`config.mk`:
```
export PLATFORM = sky130hd
export DESIGN_NAME = ghost_chase_ctrl
export DESIGN_NICKNAME = d
export VERILOG_FILES = /design/src/rtl/ghost_chase_ctrl.sv
export SDC_FILE = /design/constraint.sdc
export NUM_CORES = 1
export LEC_CHECK = 0
export CAP_MARGIN = 20
export CORE_UTILIZATION = 40
export DETAILED_ROUTE_END_ITERATION = 10
export HOLD_SLACK_MARGIN = 0.15
export PLACE_DENSITY = 0.69
export SETUP_SLACK_MARGIN = 0.1
export SYNTH_ARGS = -nofsm -noshare
export SYNTH_HDL_FRONTEND = slang
export SYNTH_SLANG_ARGS = --single-unit
export TNS_END_PERCENT = 5
```
`constraint.sdc`:
```
create_clock -name frame_clk -period 5.6 [get_ports frame_clk]
set_input_delay 1.12 -clock frame_clk [delete_from_list [all_inputs] [get_ports frame_clk]]
set_output_delay 1.12 -clock frame_clk [all_outputs]
set_load 0.1 [all_outputs]
```
`src/rtl/ghost_chase_ctrl.sv`:
```
// rtl/ghost_chase_ctrl.sv - ghost steering brain: mode schedule, greedy targeting, stuck recovery
module ghost_chase_ctrl #(
  parameter int unsigned SCATTER_FRAMES = 420,
  parameter int unsigned CHASE_FRAMES   = 1200,
  parameter int unsigned FRIGHT_FRAMES  = 360,
  parameter int unsigned HOLD_FRAMES    = 8,
  parameter logic [9:0]  SCATTER_X      = 10'd396,
  parameter logic [9:0]  SCATTER_Y      = 10'd7
) (
  input  logic       frame_clk,
  input  logic       Reset,
  input  logic       enable,
  input  logic       fright_start,
  input  logic [9:0] pacX,
  input  logic [9:0] pacY,
  input  logic [9:0] ghostX,
  input  logic [9:0] ghostY,
  output logic [7:0] keycode,
  output logic [1:0] mode,
  output logic       frightened
);

  typedef enum logic [1:0] {
    MODE_IDLE    = 2'd0,
    MODE_SCATTER = 2'd1,
    MODE_CHASE   = 2'd2,
    MODE_FRIGHT  = 2'd3
  } mode_e;

  localparam logic [7:0] KEY_NONE  = 8'h00;
  localparam logic [7:0] KEY_LEFT  = 8'h04;
  localparam logic [7:0] KEY_RIGHT = 8'h07;
  localparam logic [7:0] KEY_DOWN  = 8'h16;
  localparam logic [7:0] KEY_UP    = 8'h1A;

  localparam int unsigned MODE_MAX = (CHASE_FRAMES > SCATTER_FRAMES) ? CHASE_FRAMES : SCATTER_FRAMES;
  localparam int MCW = (MODE_MAX > 1) ? $clog2(MODE_MAX) : 1;
  localparam int FCW = (FRIGHT_FRAMES > 1) ? $clog2(FRIGHT_FRAMES) : 1;
  localparam int HCW = (HOLD_FRAMES > 1) ? $clog2(HOLD_FRAMES) : 1;

  localparam logic [MCW-1:0] SCATTER_LAST = MCW'(SCATTER_FRAMES - 1);
  localparam logic [MCW-1:0] CHASE_LAST   = MCW'(CHASE_FRAMES - 1);
  localparam logic [FCW-1:0] FRIGHT_LAST  = FCW'(FRIGHT_FRAMES - 1);
  localparam logic [HCW-1:0] HOLD_LAST    = HCW'(HOLD_FRAMES - 1);
  // A decision frame counts as the first held frame, so the counter restarts at 1.
  localparam logic [HCW-1:0] HOLD_RESTART = (HOLD_FRAMES > 1) ? HCW'(1) : '0;

  function automatic logic [7:0] reverse_key(input logic [7:0] key);
    case (key)
      KEY_LEFT:  reverse_key = KEY_RIGHT;
      KEY_RIGHT: reverse_key = KEY_LEFT;
      KEY_DOWN:  reverse_key = KEY_UP;
      KEY_UP:    reverse_key = KEY_DOWN;
      default:   reverse_key = KEY_NONE;
    endcase
  endfunction

  function automatic logic [7:0] index_key(input logic [1:0] idx);
    case (idx)
      2'd0:    index_key = KEY_LEFT;
      2'd1:    index_key = KEY_RIGHT;
      2'd2:    index_key = KEY_DOWN;
      default: index_key = KEY_UP;
    endcase
  endfunction

  mode_e            mode_q, mode_d, saved_mode_q, saved_mode_d, sched_next;
  logic [MCW-1:0]   mode_cnt_q, mode_cnt_d;
  logic [FCW-1:0]   fright_cnt_q, fright_cnt_d;
  logic [HCW-1:0]   hold_cnt_q, hold_cnt_d;
  logic [7:0]       keycode_q, keycode_d;
  logic [3:0]       lfsr_q, lfsr_d;
  logic [9:0]       prev_x_q, prev_y_q;
  logic             seen_same_q, seen_same_d;
  logic             frightened_q, frightened_d;
  logic             mode_change;

  logic [9:0]        tgt_x, tgt_y;
  logic signed [10:0] dx, dy;
  logic [10:0]       adx, ady;
  logic [7:0]        x_key, y_key, primary_key, secondary_key;
  logic [7:0]        greedy_key, stuck_key, rand_pick, random_key;
  logic              same_pos, stuck, decide;

  assign same_pos = (ghostX == prev_x_q) && (ghostY == prev_y_q);
  assign stuck    = seen_same_q && same_pos && (keycode_q != KEY_NONE);

  // Mode schedule: scatter/chase alternation, fright entry/exit and the random source.
  always_comb begin
    mode_d       = mode_q;
    saved_mode_d = saved_mode_q;
    mode_cnt_d   = mode_cnt_q;
    fright_cnt_d = fright_cnt_q;
    sched_next   = mode_q;
    lfsr_d       = lfsr_q;
    if (mode_q == MODE_FRIGHT) begin
      lfsr_d = {lfsr_q[2:0], lfsr_q[3] ^ lfsr_q[2]};
    end
    if (!enable) begin
      mode_d       = MODE_IDLE;
      saved_mode_d = MODE_SCATTER;
      mode_cnt_d   = '0;
      fright_cnt_d = '0;
    end else begin
      case (mode_q)
        MODE_IDLE: mode_d = MODE_SCATTER;
        MODE_SCATTER, MODE_CHASE: begin
          if (mode_q == MODE_SCATTER) begin
            sched_next = (mode_cnt_q == SCATTER_LAST) ? MODE_CHASE : MODE_SCATTER;
          end else begin
            sched_next = (mode_cnt_q == CHASE_LAST) ? MODE_SCATTER : MODE_CHASE;
          end
          mode_cnt_d = mode_cnt_q + 1'b1;
          if (fright_start) begin
            // Remember where the schedule would have gone, so expiry on this frame is honoured.
            mode_d       = MODE_FRIGHT;
            saved_mode_d = sched_next;
            fright_cnt_d = '0;
          end else begin
            mode_d = sched_next;
          end
        end
        MODE_FRIGHT: begin
          if (fright_start) begin
            fright_cnt_d = '0;
          end else if (fright_cnt_q == FRIGHT_LAST) begin
            mode_d       = saved_mode_q;
            fright_cnt_d = '0;
          end else begin
            fright_cnt_d = fright_cnt_q + 1'b1;
          end
        end
        default: mode_d = MODE_IDLE;
      endcase
      if (mode_d != mode_q) begin
        mode_cnt_d = '0;
      end
    end
    mode_change  = enable && (mode_d != mode_q);
    frightened_d = (mode_d == MODE_FRIGHT);
  end

  // Candidate directions: greedy toward the target, stuck escape, and fright random pick.
  always_comb begin
    tgt_x = (mode_d == MODE_CHASE) ? pacX : SCATTER_X;
    tgt_y = (mode_d == MODE_CHASE) ? pacY : SCATTER_Y;
    dx    = $signed({1'b0, tgt_x}) - $signed({1'b0, ghostX});
    dy    = $signed({1'b0, tgt_y}) - $signed({1'b0, ghostY});
    adx   = dx[10] ? $unsigned(-dx) : $unsigned(dx);
    ady   = dy[10] ? $unsigned(-dy) : $unsigned(dy);
    // A zero delta maps to RIGHT/DOWN, which is the fallback wanted on the secondary axis.
    x_key = dx[10] ? KEY_LEFT : KEY_RIGHT;
    y_key = dy[10] ? KEY_UP : KEY_DOWN;
    if (adx >= ady) begin
      primary_key   = x_key;
      secondary_key = y_key;
    end else begin
      primary_key   = y_key;
      secondary_key = x_key;
    end
    if (dx == '0 && dy == '0) begin
      greedy_key = keycode_q;
    end else if (primary_key == reverse_key(keycode_q)) begin
      greedy_key = secondary_key;
    end else begin
      greedy_key = primary_key;
    end
    stuck_key = (keycode_q == KEY_LEFT || keycode_q == KEY_RIGHT) ? y_key : x_key;
    rand_pick = index_key(lfsr_q[1:0]);
    random_key = (rand_pick == reverse_key(keycode_q)) ? index_key(lfsr_q[1:0] + 2'd1) : rand_pick;
  end

  // Decision timing: mode change beats stuck, stuck beats the hold timer.
  always_comb begin
    keycode_d   = keycode_q;
    hold_cnt_d  = hold_cnt_q;
    seen_same_d = 1'b0;
    decide      = 1'b0;
    if (!enable) begin
      keycode_d  = KEY_NONE;
      hold_cnt_d = '0;
    end else begin
      if (mode_change) begin
        decide    = 1'b1;
        keycode_d = (mode_d == MODE_FRIGHT) ? reverse_key(keycode_q) : greedy_key;
      end else if (stuck) begin
        decide    = 1'b1;
        keycode_d = (mode_q == MODE_FRIGHT) ? random_key : stuck_key;
      end else if (hold_cnt_q == '0) begin
        decide    = 1'b1;
        keycode_d = (mode_q == MODE_FRIGHT) ? random_key : greedy_key;
      end
      if (decide) begin
        hold_cnt_d = HOLD_RESTART;
      end else begin
        hold_cnt_d  = (hold_cnt_q == HOLD_LAST) ? '0 : hold_cnt_q + 1'b1;
        seen_same_d = same_pos && (keycode_q != KEY_NONE);
      end
    end
  end

  // State registers with asynchronous reset.
  always_ff @(posedge frame_clk or posedge Reset) begin
    if (Reset) begin
      mode_q       <= MODE_IDLE;
      saved_mode_q <= MODE_SCATTER;
      mode_cnt_q   <= '0;
      fright_cnt_q <= '0;
      hold_cnt_q   <= '0;
      keycode_q    <= KEY_NONE;
      lfsr_q       <= 4'b1001;
      prev_x_q     <= '0;
      prev_y_q     <= '0;
      seen_same_q  <= 1'b0;
      frightened_q <= 1'b0;
    end else begin
      mode_q       <= mode_d;
      saved_mode_q <= saved_mode_d;
      mode_cnt_q   <= mode_cnt_d;
      fright_cnt_q <= fright_cnt_d;
      hold_cnt_q   <= hold_cnt_d;
      keycode_q    <= keycode_d;
      lfsr_q       <= lfsr_d;
      prev_x_q     <= ghostX;
      prev_y_q     <= ghostY;
      seen_same_q  <= seen_same_d;
      frightened_q <= frightened_d;
    end
  end

  assign keycode    = keycode_q;
  assign mode       = mode_q;
  assign frightened = frightened_q;

endmodule

```
After elaboration in Yosys (flattened, before gate mapping)
Index checks and enable logic that the tools add are counted.
W data, S select, Z words.
- register bits after elaboration: 61
- input port bits: 44
- output and inout port bits: 11
- logic and storage cells: 119
- add/subtract/negate cells: 8
- order comparisons: 1
- equal/unequal tests: 29
- multiplexer cells: 52
- bitwise gates (word level): 1
- reduce and logical (&&, ||, !) cells: 17
- operators with widths (operator ; number):
    $mux W8 ; 11
    $mux W11 ; 5
    $mux W9 ; 4
    $pmux W5 S3 ; 2
    $mux W2 ; 12
    $logic_not A11 Y1 ; 2
    $neg A11 Y11 ; 2
    $sub A10 B10 Y11 ; 2
    $eq A10 B10 Y1 ; 2
    $mux W10 ; 2
    $pmux W5 S4 ; 1
    $pmux W9 S2 ; 1
    $eq A8 B3 Y1 const B ; 2
    $eq A8 B5 Y1 const B ; 2
    $eq A8 B8 Y1 ; 2
    $mux W5 ; 3
    $eq A2 B2 Y1 const B ; 6
    $add A11 B1 Y11 const B ; 1
    $eq A11 B11 Y1 const B ; 1
    $eq A11 B9 Y1 const B ; 1
    $ge A11 B11 Y1 ; 1
    $add A9 B1 Y9 const B ; 1
    $eq A9 B9 Y1 const B ; 1
    $mux W3 ; 3
    20 further kinds ; 38

Longest topological paths before layout
- depth in word-level cells: 22
- depth in mapped cells: 31
- mapped depth without buffers: 29

Worst setup path before layout
Ideal clock, no wire load.
- path kind: register to register
- from: register mode_q[1], in the netlist mode[1]
- to: register keycode_q[1], in the netlist keycode[1]
- setup time: 0.079 ns
- arrival time: 6.611 ns
- data required time: 5.521 ns
- slack: -1.090 ns
- stages on the path, launching flop included: 30
- path buffers: 4
- clock period less this slack: 6.690 ns
- cell sequence: dfrtp_1 -> inv_1 -> ha_1 -> clkbuf_1 -> inv_1 -> o32ai_4 -> nand2_1 -> nor2_1 -> clkbuf_1 -> and2_1 -> ha_1 -> buf_6 -> a211oi_2 -> o22ai_1 -> a22o_1 -> or2_1 -> a21o_1 -> clkbuf_1 -> a21oi_1 -> xor2_1 -> ha_1 -> a21oi_1 -> o21ai_0 -> a21oi_1 -> o31ai_1 -> a221o_1 -> a221oi_1 -> o211a_1 -> a21oi_1 -> o21bai_1
- cells in the longest elaborated chain, start to end: 21
- elaborated cells between the ends (all ways): 44
- classes of those cells: add/sub (4); order compare (1); eq/ne (8); mux (25); reduce/logical (6)
- RTL lines (item ; RTL line ; text):
    from (decl) ; 67 ; mode_e mode_q, mode_d, saved_mode_q, saved_mode_d, sched_next;
    from (signal assigned) ; 217 ; mode_q <= mode_d;
    $eq A2 B1 Y1 ; 105, 108 ;
    $mux W2 ; 108 ; if (mode_q == MODE_SCATTER) begin
    $mux W2 ; 114 ; if (fright_start) begin
    $pmux W2 S3 ; 105 ; case (mode_q)
    $mux W2 (2 in a row) ; 99 ; if (!enable) begin
    $eq A2 B2 Y1 ; 145, 146 ;
    $mux W10 (on tied branches) ; 145, 146 ;
    $sub A10 B10 Y11 (on tied branches) ; 147, 148 ;
    [... 4 more ...] ; n/a ;
    $eq A8 B8 Y1 ; 163 ; end else if (primary_key == reverse_key(keycode_q)) begin
    $mux W8 ; 163 ;
    $mux W8 ; 161 ; if (dx == '0 && dy == '0) begin
    $mux W8 ; 191 ; keycode_d = (mode_q == MODE_FRIGHT) ? random_key : greedy_key;
    $mux W8 ; 189 ; end else if (hold_cnt_q == '0) begin
    $mux W8 ; 186 ; end else if (stuck) begin
    $mux W8 ; 183 ; if (mode_change) begin
    $mux W8 ; 179 ; if (!enable) begin
    to (signal assigned) ; 222 ; keycode_q <= keycode_d;
    to (decl) ; 71 ; logic [7:0] keycode_q, keycode_d;
Several ways; a longest one is shown, not always the timed one. The select of a mux whose other input is x is not followed.
A chain may end at the register's enable or synchronous reset.

Final worst setup path
- from: register fright_cnt_q[3]
- to: register keycode_q[3], in the netlist keycode[3]
- cells in the longest elaborated chain, start to end: 21
- elaborated cells between the ends (all ways): 38
- classes of those cells: add/sub (4); order compare (1); eq/ne (6); mux (23); reduce/logical (4)
- RTL lines (item ; RTL line ; text):
    from (decl) ; 69 ; logic [FCW-1:0] fright_cnt_q, fright_cnt_d;
    from (signal assigned) ; 220 ; fright_cnt_q <= fright_cnt_d;
    $eq A9 B9 Y1 * ; 126 ; end else if (fright_cnt_q == FRIGHT_LAST) begin
    $mux W2 * ; 126 ;
    $mux W2 * ; 124 ; if (fright_start) begin
    $pmux W2 S3 * ; 105 ;
    $mux W2 * (2 in a row) ; 99 ;
    $eq A2 B2 Y1 ; 145, 146 ;
    $mux W10 (on tied branches) ; 145, 146 ;
    $sub A10 B10 Y11 (on tied branches) ; 147, 148 ;
    [... 4 more ...] ; n/a ;
    $eq A8 B8 Y1 ; 163 ;
    $mux W8 ; 163 ;
    $mux W8 ; 161 ;
    $mux W8 ; 191 ;
    $mux W8 ; 189 ;
    $mux W8 ; 186 ;
    $mux W8 ; 183 ;
    $mux W8 ; 179 ;
Every way passes the cells marked *; elsewhere a longest branch is shown, timed or not. The select of a mux whose other input is x is not followed.

==> results.cfg <==
[critical_path]
r2r_cells = 27
crit_path_end = keycode[3]$_DFFE_PP0P_
crit_type = register to register
worst_r2r_endpoint = keycode[3]$_DFFE_PP0P_
critPathMaxFanout = 6
timing.rr.start = fright_cnt_q[3]$_DFFE_PP0P_
end_kind = register
arrival_ps = 5900
startpoint_type = register
startpoint = fright_cnt_q[3]$_DFFE_PP0P_
r2r_setup_slack_ps = -20
required_ps = 5870

[timing]
worst_slew_pin_slew_ps = 977
setup_viol = 1
layout_setup_ws_ps = -21.6
slew_headroom_pct = 34.7
final_hold_viol_count = 0
skew_ps = 10.9
period_needed_ps = 5620
rsz0062_at_grt = true
finalCritPeriodShare_pct = 100
fmax_mhz = 178
whs_ps = 483
finalSetupTns_ps = -21.6
slew_viol_final = 0

[finish]
antenna_cells = 0
final_nets = 903
drive_gt1_share_pct = 25.6
final_common_cell = buf_4
final_cell_mix = buf_4 (112), dfrtp_1 (55), clkdlybuf4s50_1 (53)
stdcell_count = 991
postLayoutCellArea_mm2 = 0.00760
post-route-util_pct = 57.2
area_growth_pct = 38.6

[clock_network]
clkTransAtPathRegs_ps = 50
root_buffer = clkbuf_16
clk_latency_ps = 340
clock_sinks = 61
tritoncts = yes
numCtsBuffers = 9
hold_buffers = 0
htree_levels = 3
clockBufferDepth = 2

[detailed_routing]
drcViolationCount = 0
finalWirelength_mm = 15.9
post_drt_wl_per_cell_um = 16.1
vias = 5439
ant_nets = 0
dr.first_iter.drc_count = 295
dr.pass1.iters = 4
viasPerCell = 5.49

[power_and_ir_drop]
p_int_mw = 1.22
p_sw_uw = 775
ir_drop_uv = 150
power_frac_clock_pct = 27.8
p_per_area_mw_per_mm2 = 263
combPwrFrac_pct = 45.2
p_seq_share_pct = 27.0
p_leak_nw = 3.38
p_sw_share_pct = 38.8
power_mw = 2.00

[global_routing]
grt_pass1_wl_mm = 26.8
grt_max_degree = 62
grt_overflow = 0
grt.total_usage_pct = 23.6
grt_pass1_vias = 5592
antenna_found_initial = 0

[floorplan]
fp.dieArea_mm2 = 0.0142
start_util_pct = 41.2
rows = 42
die_y_um = 119
die_w_um = 119
io_pins = 55
coreArea_mm2 = 0.0133

[outcome]
violations = negative setup slack
status = finished with violations

[logic_synthesis]
syn_inst = 649
synth_nets = 742
yosysWarnings = 0
synth.avg_cell_area_um2 = 8.45
ys_seq_area_share_pct = 27.9
synth_edf_count = 0
synth_area_mm2 = 0.00548
async_reset_ff_share_pct = 100
synthDistinctLibCells = 82
synth_top_flop_cell = dfrtp_1
synth-seq-cells = 61

[hold_path]
hold_path_depth = 1
hold_class = register to register

[place]
numPortBuffers = 54
dpl.hpwl_mm = 12.3
gp_congestion = 0.910
dp_cells = 965
placed_area_mm2 = 0.00699
pre_cts_ws_ps = -912

[flow_run]
maxCapViolations = 0
## final cells by class
cell class	instances	area (um2)
inverters	46	173
multi-input cells	524	3980
fillers	1145	5690
clock buffers	14	254
flip-flops and latches	61	1530
clock inverters	2	37.5
repair buffers	168	1410
well taps	176	220
## worst min-delay path by stage
stage / from / end / slack, ps
finish: fright_cnt_q[8]$_DFFE_PP0P_ / fright_cnt_q[8]$_DFFE_PP0P_ / 480
global route: fright_cnt_q[8]$_DFFE_PP0P_ / fright_cnt_q[8]$_DFFE_PP0P_ / 510
CTS: fright_cnt_q[8]$_DFFE_PP0P_ / fright_cnt_q[8]$_DFFE_PP0P_ / 490
detailed placement: fright_cnt_q[8]$_DFFE_PP0P_ / fright_cnt_q[8]$_DFFE_PP0P_ / 480
global placement: fright_cnt_q[8]$_DFFE_PP0P_ / fright_cnt_q[8]$_DFFE_PP0P_ / 460
floorplan: fright_cnt_q[8]$_DFFE_PP0P_ / fright_cnt_q[8]$_DFFE_PP0P_ / 440
## layer usage
metal	track usage [%]	wire, um	vias up
met5	0	0	-
met4	10.5	500	0
met3	3.45	558	35
met2	42.1	8050	123
met1	27.8	6810	2617
li1	-	-	2664
## critical path, cell delays in order, from the launching register on
cell	delay [ps]
dfrtp_1	380
or4b_4	570
nor3_4	220
mux2i_2	290
o32ai_4	140
nand2_4	140
nor2_4	70
nand2_1	60
ha_2	170
inv_2	40
fa_2	360
a21oi_4	170
buf_4	140
o21bai_1	60
xor2_1	170
nor4_2	290
buf_4	160
nand3b_1	90
a2111o_1	330
nor2_1	100
ha_1	250
and3_1	180
a221o_1	360
a22oi_2	220
buf_4	160
a31oi_1	80
a21oi_1	200
a311o_1	140
## power by group through the flow
stage          sequential [mW]  combinational (mW)  clock (mW)
2_1_floorplan            0.636               0.466           0
3_3_place_gp             0.542               0.814           0
3_5_place_dp             0.544               0.832           0
4_1_cts                  0.537               0.874       0.567
5_1_grt                  0.546               0.980       0.588
6_report                 0.539               0.902       0.556
## cell usage after synthesis (6+ instances only)
cell      instances  area, um2
nand2b_1          9       56.3
a31oi_1           6       37.5
nand2_1          46        173
and2_1           17        106
a21o_1           12       90.1
o21ai_0          25        125
nor2_1           51        191
o31ai_1           7       52.6
nor4_1            7       43.8
a211oi_1          6       45.0
nand4_1          19        119
nor3_1           20        100
and3_1           11       68.8
or3_1            14       87.6
xnor2_1          46        403
xor2_1           17        149
nand3_1          24        120
inv_1            45        169
ha_1             47        588
dfrtp_1          58       1450
clkbuf_1         10       37.5
a21oi_1          38        190
o21ai_1           7       35.0
## flip-flops by register name, indices dropped and copies added, names as in the netlist
name,cells
hold_cnt_q,3
frightened,1
keycode,8
seen_same_q,1
saved_mode_q,2
fright_cnt_q,9
mode,2
lfsr_q,4
prev_x_q,10
mode_cnt_q,11
prev_y_q,10
## cells by family (layout without fill, tap and decap cells)
group	after synthesis	after routing	share of synthesized area, %
AOI/OAI and AO/OA	149	149	18.8
xor gates and xnor gates	63	63	10.1
adders and majority gates	49	49	11.5
buffers and inverters	64	230	4.77
DFF	61	61	27.9
muxes	10	10	1.96
and+or+nand+nor	253	253	25.1
## timing repair
action,4_1_cts,5_1_grt
setup buffers,5,5
cloned,0,0
gates resized for setup,29,25
pin swaps,26,28
endpoints found under the setup margin,5,5
No activity file was read; power rests on OpenSTA's default activity.
